`src/rtl/filter_path_scheduler_pkg.sv`:
```
// filter_path_scheduler shared types: mode encodings, FSM states, FIR codes.
// Optional FILTER_SUM_SAT_EN selects saturating sum in sample_mixer.
package filter_path_scheduler_pkg;

  localparam logic [1:0] MODE_BYPASS = 2'b00;
  localparam logic [1:0] MODE_LOW    = 2'b01;
  localparam logic [1:0] MODE_HIGH   = 2'b10;
  localparam logic [1:0] MODE_SUM    = 2'b11;

  localparam logic [1:0] ERR_OK = 2'b00;

  typedef enum logic [2:0] {
    IDLE,
    SYNC,
    CAPTURE,
    WAIT,
    DONE
  } state_e;

endpackage

```
`src/rtl/filter_path_scheduler_sample_mixer.sv`:
```
// Combinational select / average / saturate of the frame's output sample.
// FILTER_SUM_SAT_EN: mode 11 saturates low+high instead of halving.
module sample_mixer #(
  parameter int DATA_W = 12
) (
  input  logic [1:0]        mode,
  input  logic [DATA_W-1:0] adc,
  input  logic [DATA_W-1:0] low,
  input  logic [DATA_W-1:0] high,
  output logic [DATA_W-1:0] mix
);
  import filter_path_scheduler_pkg::*;

  logic signed [DATA_W:0] sum;

  assign sum = $signed({low[DATA_W-1], low})
             + $signed({high[DATA_W-1], high});

  always_comb begin
    mix = adc;
    unique case (mode)
      MODE_LOW:  mix = low;
      MODE_HIGH: mix = high;
      MODE_SUM: begin
`ifdef FILTER_SUM_SAT_EN
        // sign bits disagree only on overflow
        if (sum[DATA_W] != sum[DATA_W-1])
          mix = {sum[DATA_W], {(DATA_W-1){~sum[DATA_W]}}};
        else
          mix = sum[DATA_W-1:0];
`else
        mix = sum[DATA_W:1];
`endif
      end
      default: mix = adc;
    endcase
  end

endmodule

```
`src/rtl/filter_path_scheduler.sv`:
```
// Frame sequencer: ADC/DAC sync, filter strobe, result collection, DAC sample.
// FILTER_SUM_SAT_EN (optional) switches mode 11 to a saturating sum.
module filter_path_scheduler #(
  parameter int FRAME_LEN    = 16,
  parameter int CAPTURE_SLOT = 14,
  parameter int DATA_W       = 12
) (
  input  logic              dacSerialClock,
  input  logic              resetN,
  input  logic              enable,
  input  logic [1:0]        modeSel,
  input  logic [DATA_W-1:0] adcSample,
  input  logic [DATA_W-1:0] lowPassData,
  input  logic              lowPassValid,
  input  logic [1:0]        lowPassError,
  input  logic [DATA_W-1:0] highPassData,
  input  logic              highPassValid,
  input  logic [1:0]        highPassError,
  output logic              syncADC,
  output logic              syncDAC,
  output logic              sinkValid,
  output logic [DATA_W-1:0] filterSinkData,
  output logic [DATA_W-1:0] dacSample,
  output logic              dacSampleValid,
  output logic [1:0]        activeMode,
  output logic              timeoutFlag
);
  import filter_path_scheduler_pkg::*;

  localparam int CW = $clog2(FRAME_LEN);
  localparam logic [CW-1:0] LAST = CW'(FRAME_LEN - 1);
  localparam logic [CW-1:0] SLOT = CW'(CAPTURE_SLOT);

  state_e            state_q, state_d;
  logic [CW-1:0]     cnt_q, cnt_d;
  logic [1:0]        mode_q, mode_d;
  logic              got_lo_q, got_lo_d;
  logic              got_hi_q, got_hi_d;
  logic [DATA_W-1:0] lp_q, lp_d;
  logic [DATA_W-1:0] hp_q, hp_d;
  logic [DATA_W-1:0] fsd_q, fsd_d;
  logic [DATA_W-1:0] dac_q, dac_d;
  logic              dval_q, dval_d;
  logic              tmo_q, tmo_d;
  logic [DATA_W-1:0] mix;
  logic              lp_ok, hp_ok, last;
  logic              complete, tmo_now;

  assign lp_ok = lowPassValid && (lowPassError == ERR_OK);
  assign hp_ok = highPassValid && (highPassError == ERR_OK);
  assign last  = (cnt_q == LAST);

  // results are collected from SYNC through WAIT; SYNC restarts the set
  always_comb begin
    got_lo_d = got_lo_q;
    got_hi_d = got_hi_q;
    lp_d     = lp_q;
    hp_d     = hp_q;
    if (enable && (state_q == SYNC || state_q == CAPTURE ||
                   state_q == WAIT)) begin
      if (state_q == SYNC) begin
        got_lo_d = 1'b0;
        got_hi_d = 1'b0;
      end
      if (lp_ok) begin
        got_lo_d = 1'b1;
        lp_d     = lowPassData;
      end
      if (hp_ok) begin
        got_hi_d = 1'b1;
        hp_d     = highPassData;
      end
    end
  end

  always_comb begin
    complete = 1'b0;
    unique case (mode_q)
      MODE_LOW:  complete = got_lo_d;
      MODE_HIGH: complete = got_hi_d;
      MODE_SUM:  complete = got_lo_d && got_hi_d;
      default:   complete = 1'b0;
    endcase
  end

  assign tmo_now = enable && (state_q == WAIT) && last && !complete;

  sample_mixer #(.DATA_W(DATA_W)) u_mixer (
    .mode (mode_q),
    .adc  (adcSample),
    .low  (lp_d),
    .high (hp_d),
    .mix  (mix)
  );

  always_comb begin
    state_d = state_q;
    cnt_d   = cnt_q;
    mode_d  = mode_q;
    fsd_d   = fsd_q;
    dac_d   = dac_q;
    dval_d  = 1'b0;
    tmo_d   = tmo_q | tmo_now;
    if (!enable) begin
      state_d = IDLE;
      cnt_d   = '0;
    end else begin
      cnt_d = last ? '0 : cnt_q + 1'b1;
      unique case (state_q)
        IDLE: begin
          state_d = SYNC;
          cnt_d   = '0;
          tmo_d   = 1'b0;
        end
        SYNC: begin
          mode_d  = modeSel;
          state_d = CAPTURE;
        end
        CAPTURE: begin
          if (cnt_q == SLOT) begin
            fsd_d = adcSample;
            if (mode_q == MODE_BYPASS) begin
              dac_d   = mix;
              dval_d  = 1'b1;
              state_d = DONE;
            end else begin
              state_d = WAIT;
            end
          end
        end
        WAIT: begin
          if (complete) begin
            dac_d   = mix;
            dval_d  = 1'b1;
            state_d = DONE;
          end
        end
        DONE:    state_d = DONE;
        default: state_d = IDLE;
      endcase
      if (last && state_q != IDLE) state_d = SYNC;
    end
  end

  always_ff @(posedge dacSerialClock or negedge resetN) begin
    if (!resetN) begin
      state_q  <= IDLE;
      cnt_q    <= '0;
      mode_q   <= MODE_BYPASS;
      got_lo_q <= 1'b0;
      got_hi_q <= 1'b0;
      lp_q     <= '0;
      hp_q     <= '0;
      fsd_q    <= '0;
      dac_q    <= '0;
      dval_q   <= 1'b0;
      tmo_q    <= 1'b0;
    end else begin
      state_q  <= state_d;
      cnt_q    <= cnt_d;
      mode_q   <= mode_d;
      got_lo_q <= got_lo_d;
      got_hi_q <= got_hi_d;
      lp_q     <= lp_d;
      hp_q     <= hp_d;
      fsd_q    <= fsd_d;
      dac_q    <= dac_d;
      dval_q   <= dval_d;
      tmo_q    <= tmo_d;
    end
  end

  assign syncADC        = enable && (state_q == SYNC);
  assign syncDAC        = syncADC;
  assign sinkValid      = enable && (state_q == CAPTURE) && (cnt_q == SLOT);
  assign filterSinkData = fsd_q;
  assign dacSample      = dac_q;
  assign dacSampleValid = dval_q;
  assign activeMode     = mode_q;
  assign timeoutFlag    = tmo_q | tmo_now;

endmodule
```
`config.mk`:
```
export PLATFORM = sky130hd
export DESIGN_NAME = filter_path_scheduler
export DESIGN_NICKNAME = d
export VERILOG_FILES = /design/src/rtl/filter_path_scheduler_pkg.sv /design/src/rtl/filter_path_scheduler_sample_mixer.sv /design/src/rtl/filter_path_scheduler.sv
export SDC_FILE = /design/constraint.sdc
export NUM_CORES = 1
export LEC_CHECK = 0
export CAP_MARGIN = 0
export CORE_AREA = 2 2 126 128
export DETAILED_ROUTE_END_ITERATION = 6
export DIE_AREA = 0 0 128 130
export MAX_ROUTING_LAYER = met4
export SLEW_MARGIN = 20
export SYNTH_ARGS = -nofsm -noshare
export SYNTH_HDL_FRONTEND = slang
export SYNTH_SLANG_ARGS = --single-unit
```
`constraint.sdc`:
```
create_clock -name dacSerialClock -period 4 [get_ports dacSerialClock]
set_input_delay 1.2 -clock dacSerialClock [delete_from_list [all_inputs] [get_ports dacSerialClock]]
set_output_delay 1.2 -clock dacSerialClock [all_outputs]
set_load 0.005 [all_outputs]
```
==> results of run 1 <==
-- synth_stat cells, types with 3 or more instances --
master,instances,share of area
buf_2,3,0.0040
and2_1,4,0.0067
o2bb2ai_1,3,0.0070
nand3_1,14,0.019
mux2i_1,10,0.027
o21ai_0,12,0.016
o211ai_1,7,0.014
buf_6,3,0.0090
clkbuf_1,6,0.0060
and3_1,4,0.0067
a21o_1,4,0.0080
a21oi_1,8,0.011
a31oi_1,3,0.0050
nor3_1,6,0.0080
a221oi_1,6,0.014
o31ai_1,7,0.014
nand2b_1,3,0.0050
inv_1,16,0.016
clkbuf_8,5,0.018
mux2_2,33,0.099
and4_1,3,0.0070
nor2_1,30,0.030
o2111ai_1,4,0.0094
nand2_1,20,0.020
a22oi_1,3,0.0060
dfrtp_1,61,0.41
nor3b_1,4,0.0080
nor2b_1,3,0.0050
nand4_1,11,0.018
ha_1,12,0.040
xnor2_1,3,0.0070
or2_2,3,0.0050
-- repair_timing --
item,4_1_cts,5_1_grt
setup buffers,3,6
gates resized for setup,24,30
pin swaps,6,19
hold buffers,0,0
setup endpoints to repair,7,12
-- registers in the layout (all words and copies together), names as in the netlist, named ones only --
signal          flops
cnt_q               4
tmo_q               1
got_hi_q            1
activeMode          2
dacSampleValid      1
state_q             3
got_lo_q            1
hp_q               12
lp_q               11
dacSample          12
filterSinkData     12
-- layout make-up --
class / count / area, µm²
clock buffers: 13 / 270
flip-flops and latches: 61 / 1530
repair buffers: 161 / 1430
inverters: 16 / 60.1
clock inverters: 3 / 42.5
multi-input cells: 263 / 2190
fillers: 1526 / 9670
well taps: 192 / 240
-- metal layers --
metal  GRT usage  up-vias  wire, µm
met1       0.177     1687      4990
met5           -        -         0
met4      0.0433        0       221
met2       0.240      101      5770
met3      0.0426       17       755
li1            -     1660         -
-- worst paths after layout --
check / cells past startpoint / to / start / slack, ns
worst min-delay path: 1 / cnt_q[0]$_DFF_PN0_ / cnt_q[0]$_DFF_PN0_ / 0.49
worst max-delay path: 7 / timeoutFlag / highPassError[0] / 0.16
max in group asynchronous: 2 / dacSample[4]$_DFFE_PN0P_ / resetN / 2.26
worst max register to register: 14 / dacSample[11]$_DFFE_PN0P_ / state_q[0]$_DFFE_PN0P_ / 0.89
min in group asynchronous: 1 / state_q[2]$_DFFE_PN0P_ / resetN / 0.98
worst min register to register: 1 / cnt_q[0]$_DFF_PN0_ / cnt_q[0]$_DFF_PN0_ / 0.49
-- power by group through the flow --
stage | logic (W) | registers (W) | clock network [W]
4_1_cts | 0.00214 | 0.000957 | 0.000836
3_3_place_gp | 0.00202 | 0.000954 | 0
5_1_grt | 0.00250 | 0.000985 | 0.000865
6_report | 0.00229 | 0.000957 | 0.000821
2_1_floorplan | 0.00124 | 0.000929 | 0
3_5_place_dp | 0.00207 | 0.000958 | 0
-- cell families (layout without fill, tap and decap cells) --
group	after synthesis	in the layout	share of synthesized area
buf+inv	35	193	0.0569
simple gates	114	114	0.163
flops	61	61	0.408
compound gates	87	87	0.184
mux	45	45	0.136
xor+xnor	5	5	0.0117
fa+ha+maj	12	12	0.0402
-- metrics by stage --
| stage | power, W | setup slack [ns] | util | cells | cell area (µm²) |
|---|---|---|---|---|---|
| final | 0.00407 | 0.165 | 0.373 | 709 | 5760 |
| after floorplan | 0.00217 | 0.109 | - | 359 | 3740 |
| after global placement | 0.00298 | -0.451 | 0.335 | 684 | 5170 |
| after detailed placement | 0.00303 | -0.501 | 0.335 | 684 | 5170 |
| after CTS | 0.00393 | -0.00863 | 0.363 | 703 | 5600 |
| after global routing | 0.00435 | 0.0729 | 0.373 | 709 | 5760 |
==> results.py, run 1 <==
metrics = {
    "outcome": {
        "outcome": "finished clean",
    },
    "global_route": {
        "grt_pass1_wl_um": 18300,
        "antenna_found_initial": 0,
        "grt_max_degree": 38,
        "first_global_vias": 3622,
        "gr-usage-all-layers": 0.147,
        "grt_overflow": 0,
    },
    "power_and_ir_drop": {
        "swShare": 0.376,
        "comb_power_share": 0.563,
        "ir_drop_mv": 0.269,
        "clkPwrFrac": 0.202,
        "p_switching_w": 0.00153,
        "p_int_w": 0.00254,
        "p_seq_frac": 0.235,
        "p_leak_nw": 2.57,
        "p_per_area_mw_per_mm2": 706,
    },
    "critical_path": {
        "crit_chain": "dlygate4sd2_1 > nor3b_4 > a32oi_2 > a221oi_2 > nor2b_2 > a21o_1 > clkbuf_2",
        "path_class": "input pin to output pin",
        "end_kind": "output pin",
        "required_ns": 2.80,
        "start_kind": "input pin",
        "worst-path-buf-inv": 2,
        "crit_family": "compound AO/OA/AOI/OAI gates",
        "crit_slowest_cell": "a221oi_2",
        "slowest_delay_ns": 0.38,
        "critPathArrivalTime_ns": 2.64,
        "crit_path_max_fanout": 2,
    },
    "route": {
        "first_pass_iters": 4,
        "vias": 3465,
        "first_iter_violations": 128,
        "vias_per_cell": 4.89,
        "drc": 0,
        "avgRoutedWirePerCell_um": 16.6,
        "ant_nets": 0,
        "routed_wl_um": 11700,
    },
    "yosys": {
        "ys_seq_elements": 61,
        "synth-edff-count": 0,
        "syn_area_per_cell_um2": 10.4,
        "synth_nets": 418,
        "synthDistinctLibCells": 69,
        "syn_area_mm2": 0.00374,
        "synth_ff_type": "dfrtp_1",
        "synthArstFlopShare": 1.00,
        "yosysSeqAreaShare": 0.408,
        "syn_inst": 359,
        "synth_warnings": 0,
    },
    "clock_network": {
        "h-tree-depth": 3,
        "clk_path_buf_depth": 2,
        "cts_buffers": 9,
        "cts_tree": "yes",
        "clkSinkCount": 61,
        "clk_latency_ns": 0.34,
        "cts.clk_slew.worst_paths_ns": 0.05,
        "cts_root_buf": "clkbuf_16",
    },
    "timing": {
        "worst_pin_slew_ns": 0.907,
        "min_period_ns": 3.84,
        "fmax_mhz": 261,
        "hold_viol_final": 0,
        "rsz0062_at_grt": "false",
        "hold_ws_ns": 0.487,
        "finalSetupTns_ns": 0,
        "fin_worst_skew_ns": 0.00862,
        "drv_slew": 0,
        "max-slew-margin-rel": 0.395,
        "period_share": 0.959,
        "setup_violations": 0,
    },
    "die": {
        "initial_core_util": 0.242,
        "pin_count": 78,
        "design.core.area_mm2": 0.0154,
        "dieArea_mm2": 0.0166,
        "die_w_um": 128,
        "die_height_um": 130,
        "rows": 46,
    },
    "cells_and_area": {
        "final_cell_mix": "buf_4 (80), clkdlybuf4s50_1 (67), dfrtp_1 (61)",
        "area_delta_synth_final_pct": 54.0,
        "diodes": 0,
        "layout_commonest_cell": "buf_4",
        "final_net_count": 571,
        "drive_above_1_share": 0.358,
    },
    "placement": {
        "portBuffers": 77,
        "place_congestion": 0.898,
        "dp_hpwl_um": 8810,
    },
    "hold_path": {
        "hold_path_class": "flip-flop to flip-flop",
    },
    "job": {
        "cap_viol_max_count": 0,
    },
}
Power figures use the tool's default switching activity.
==> run 2: changes to the inputs <==
--- a/config.mk
+++ b/config.mk
@@ -6,9 +6,9 @@
 export NUM_CORES = 1
 export LEC_CHECK = 0
 export CAP_MARGIN = 0
-export CORE_AREA = 2 2 126 128
+export CORE_AREA = 2 2 145 111
 export DETAILED_ROUTE_END_ITERATION = 6
-export DIE_AREA = 0 0 128 130
+export DIE_AREA = 0 0 147 113
 export MAX_ROUTING_LAYER = met4
 export SLEW_MARGIN = 20
 export SYNTH_ARGS = -nofsm -noshare
==> run 2 against run 1 <==
  * Sequential share of layout area increased by 0.092 points
  * Count of clock-buffer cells in the layout decreased by 3
  * Clock power up 1%
  * Utilization grew 0.60 points
  * Cell count up 1.8%
  * Non-clock buffer count up 1
  * Critical endpoint unchanged
  * Largest cell class unchanged
  * Highest routed layer unchanged
==> results.py, run 2 (synthesized netlist as in run 1, its figures left out) <==
metrics = {
    "route": {
        "avgRoutedWirePerCell_um": 16.3,
        "first_iter_violations": 150,
        "routed_wl_um": 11800,
        "vias_per_cell": 4.75,
        "drc": 0,
        "ant_nets": 0,
        "vias": 3430,
        "first_pass_iters": 4,
    },
    "timing": {
        "rsz0062_at_grt": "false",
        "max-slew-margin-rel": 0.675,
        "hold_viol_final": 0,
        "finalSetupTns_ns": 0,
        "period_share": 0.958,
        "worst_pin_slew_ns": 0.484,
        "drv_slew": 0,
        "min_period_ns": 3.83,
        "setup_violations": 0,
        "fin_worst_skew_ns": 0.00552,
        "fmax_mhz": 261,
        "hold_ws_ns": 0.497,
    },
    "hold_path": {
        "min_path_cells": 2,
        "hold_path_class": "flip-flop to flip-flop",
        "worstHoldStart": "got_hi_q$_DFF_PN0_",
        "hold_end": "got_hi_q$_DFF_PN0_",
    },
    "global_route": {
        "gr-usage-all-layers": 0.152,
        "first_global_vias": 3698,
        "grt_overflow": 0,
        "grt_pass1_wl_um": 19100,
        "antenna_found_initial": 0,
        "grt_max_degree": 30,
    },
    "clock_network": {
        "cts.clk_slew.worst_paths_ns": 0.05,
        "clk_path_buf_depth": 2,
        "clkSinkCount": 61,
        "h-tree-depth": 3,
        "cts_buffers": 9,
        "clk_latency_ns": 0.33,
        "cts_root_buf": "clkbuf_16",
        "cts_tree": "yes",
        "holdBufCountCts": 0,
    },
    "placement": {
        "dp_hpwl_um": 8980,
        "place_inst": 700,
        "portBuffers": 77,
        "place_congestion": 0.904,
    },
    "power_and_ir_drop": {
        "p_per_area_mw_per_mm2": 705,
        "p_leak_nw": 2.58,
        "ir_drop_mv": 0.292,
    },
    "cells_and_area": {
        "final_net_count": 572,
        "final_cell_mix": "buf_4 (83), clkdlybuf4s50_1 (67), dfrtp_1 (61)",
        "drive_above_1_share": 0.346,
        "layout_commonest_cell": "buf_4",
        "diodes": 0,
        "area_delta_synth_final_pct": 53.5,
        "final_util": 0.379,
        "layoutNonFillerInstCount": 722,
    },
    "die": {
        "rows": 39,
        "pin_count": 78,
        "dieArea_mm2": 0.0166,
        "die_w_um": 147,
        "initial_core_util": 0.247,
        "design.core.area_mm2": 0.0151,
        "die_height_um": 113,
    },
    "critical_path": {
        "r2r_slack_ns": 0.76,
        "path_class": "input pin to output pin",
        "start_kind": "input pin",
        "required_ns": 2.80,
        "r2r-start": "state_q[0]$_DFFE_PN0P_",
        "end_kind": "output pin",
        "crit_path_max_fanout": 3,
        "critPathArrivalTime_ns": 2.63,
        "reg2reg_depth": 10,
        "timing.rr.end": "dacSample[10]$_DFFE_PN0P_",
    },
    "job": {
        "cap_viol_max_count": 0,
    },
    "outcome": {
        "outcome": "finished clean",
    },
}
==> run 2: changes by cell type in the layout (fill, tap and decap cells not counted), sizes merged <==
cell      previous run  this run
buf                 85        87
clkinvlp             1         0
clkbuf              14        10
bufinv               1         2
clkinv               1         3
==> run 2: repair_timing <==
action                                  CTS  global route
resized for setup                        20            21
cloned                                    0             0
endpoints found under the setup margin    8            10
buffers inserted                          3             4
pin swaps                                 5            16
==> run 2: worst max-delay path, stage by stage <==
cell,delay (ns)
dlygate4sd2_1,0.25
buf_6,0.12
buf_4,0.13
nand4bb_4,0.10
a32oi_2,0.08
a221oi_2,0.32
nor2b_1,0.10
a21o_1,0.19
buf_2,0.13
==> run 2: power breakdown <==
part           switching [W]  leakage (nW)  internal (W)
logic                0.00109          1.64       0.00116
registers           0.000135         0.784      0.000830
clock network       0.000279         0.158      0.000555
total                0.00151          2.58       0.00254
==> run 2: worst max-delay path by stage <==
stage               slack (ns)             start  depth (start not counted)                   endpoint
floorplan                 0.11  highPassError[1]                         10   dacSample[6]$_DFFE_PN0P_
global placement         -0.51     highPassValid                          8                timeoutFlag
detailed placement       -0.52     highPassValid                          8                timeoutFlag
CTS                      -0.09  highPassError[1]                          8                timeoutFlag
global route              0.07            enable                         13  dacSample[10]$_DFFE_PN0P_
finish                    0.17            enable                          9                timeoutFlag
==> run 2: final cells by class <==
class                      instances  area [µm²]
timing repair buffer             162        1430
tap                              205         256
fill                            1534        9390
sequential                        61        1530
clock buffer                      10         239
multi-input combinational        263        2150
inverter                          16        60.1
clock inverter                     5        75.1
==> run 2: metal layers <==
| metal | vias up | GRT usage | share of wire |
|---|---|---|---|
| li1 | 1664 | - | - |
| met1 | 1659 | 0.194 | 0.48 |
| met2 | 83 | 0.233 | 0.45 |
| met3 | 24 | 0.0423 | 0.049 |
| met4 | 0 | 0.0500 | 0.022 |
| met5 | - | - | 0 |
==> run 2: stage by stage <==
| step | setup WS [ns] | instance area (µm²) | power, W |
|---|---|---|---|
| 6_report | 0.167 | 5740 | 0.00405 |
| 5_1_grt | 0.0669 | 5740 | 0.00435 |
| 4_1_cts | -0.0865 | 5630 | 0.00399 |
| 3_5_place_dp | -0.518 | 5210 | 0.00307 |
| 3_3_place_gp | -0.511 | 5210 | 0.00300 |
| 2_1_floorplan | 0.109 | 3740 | 0.00217 |
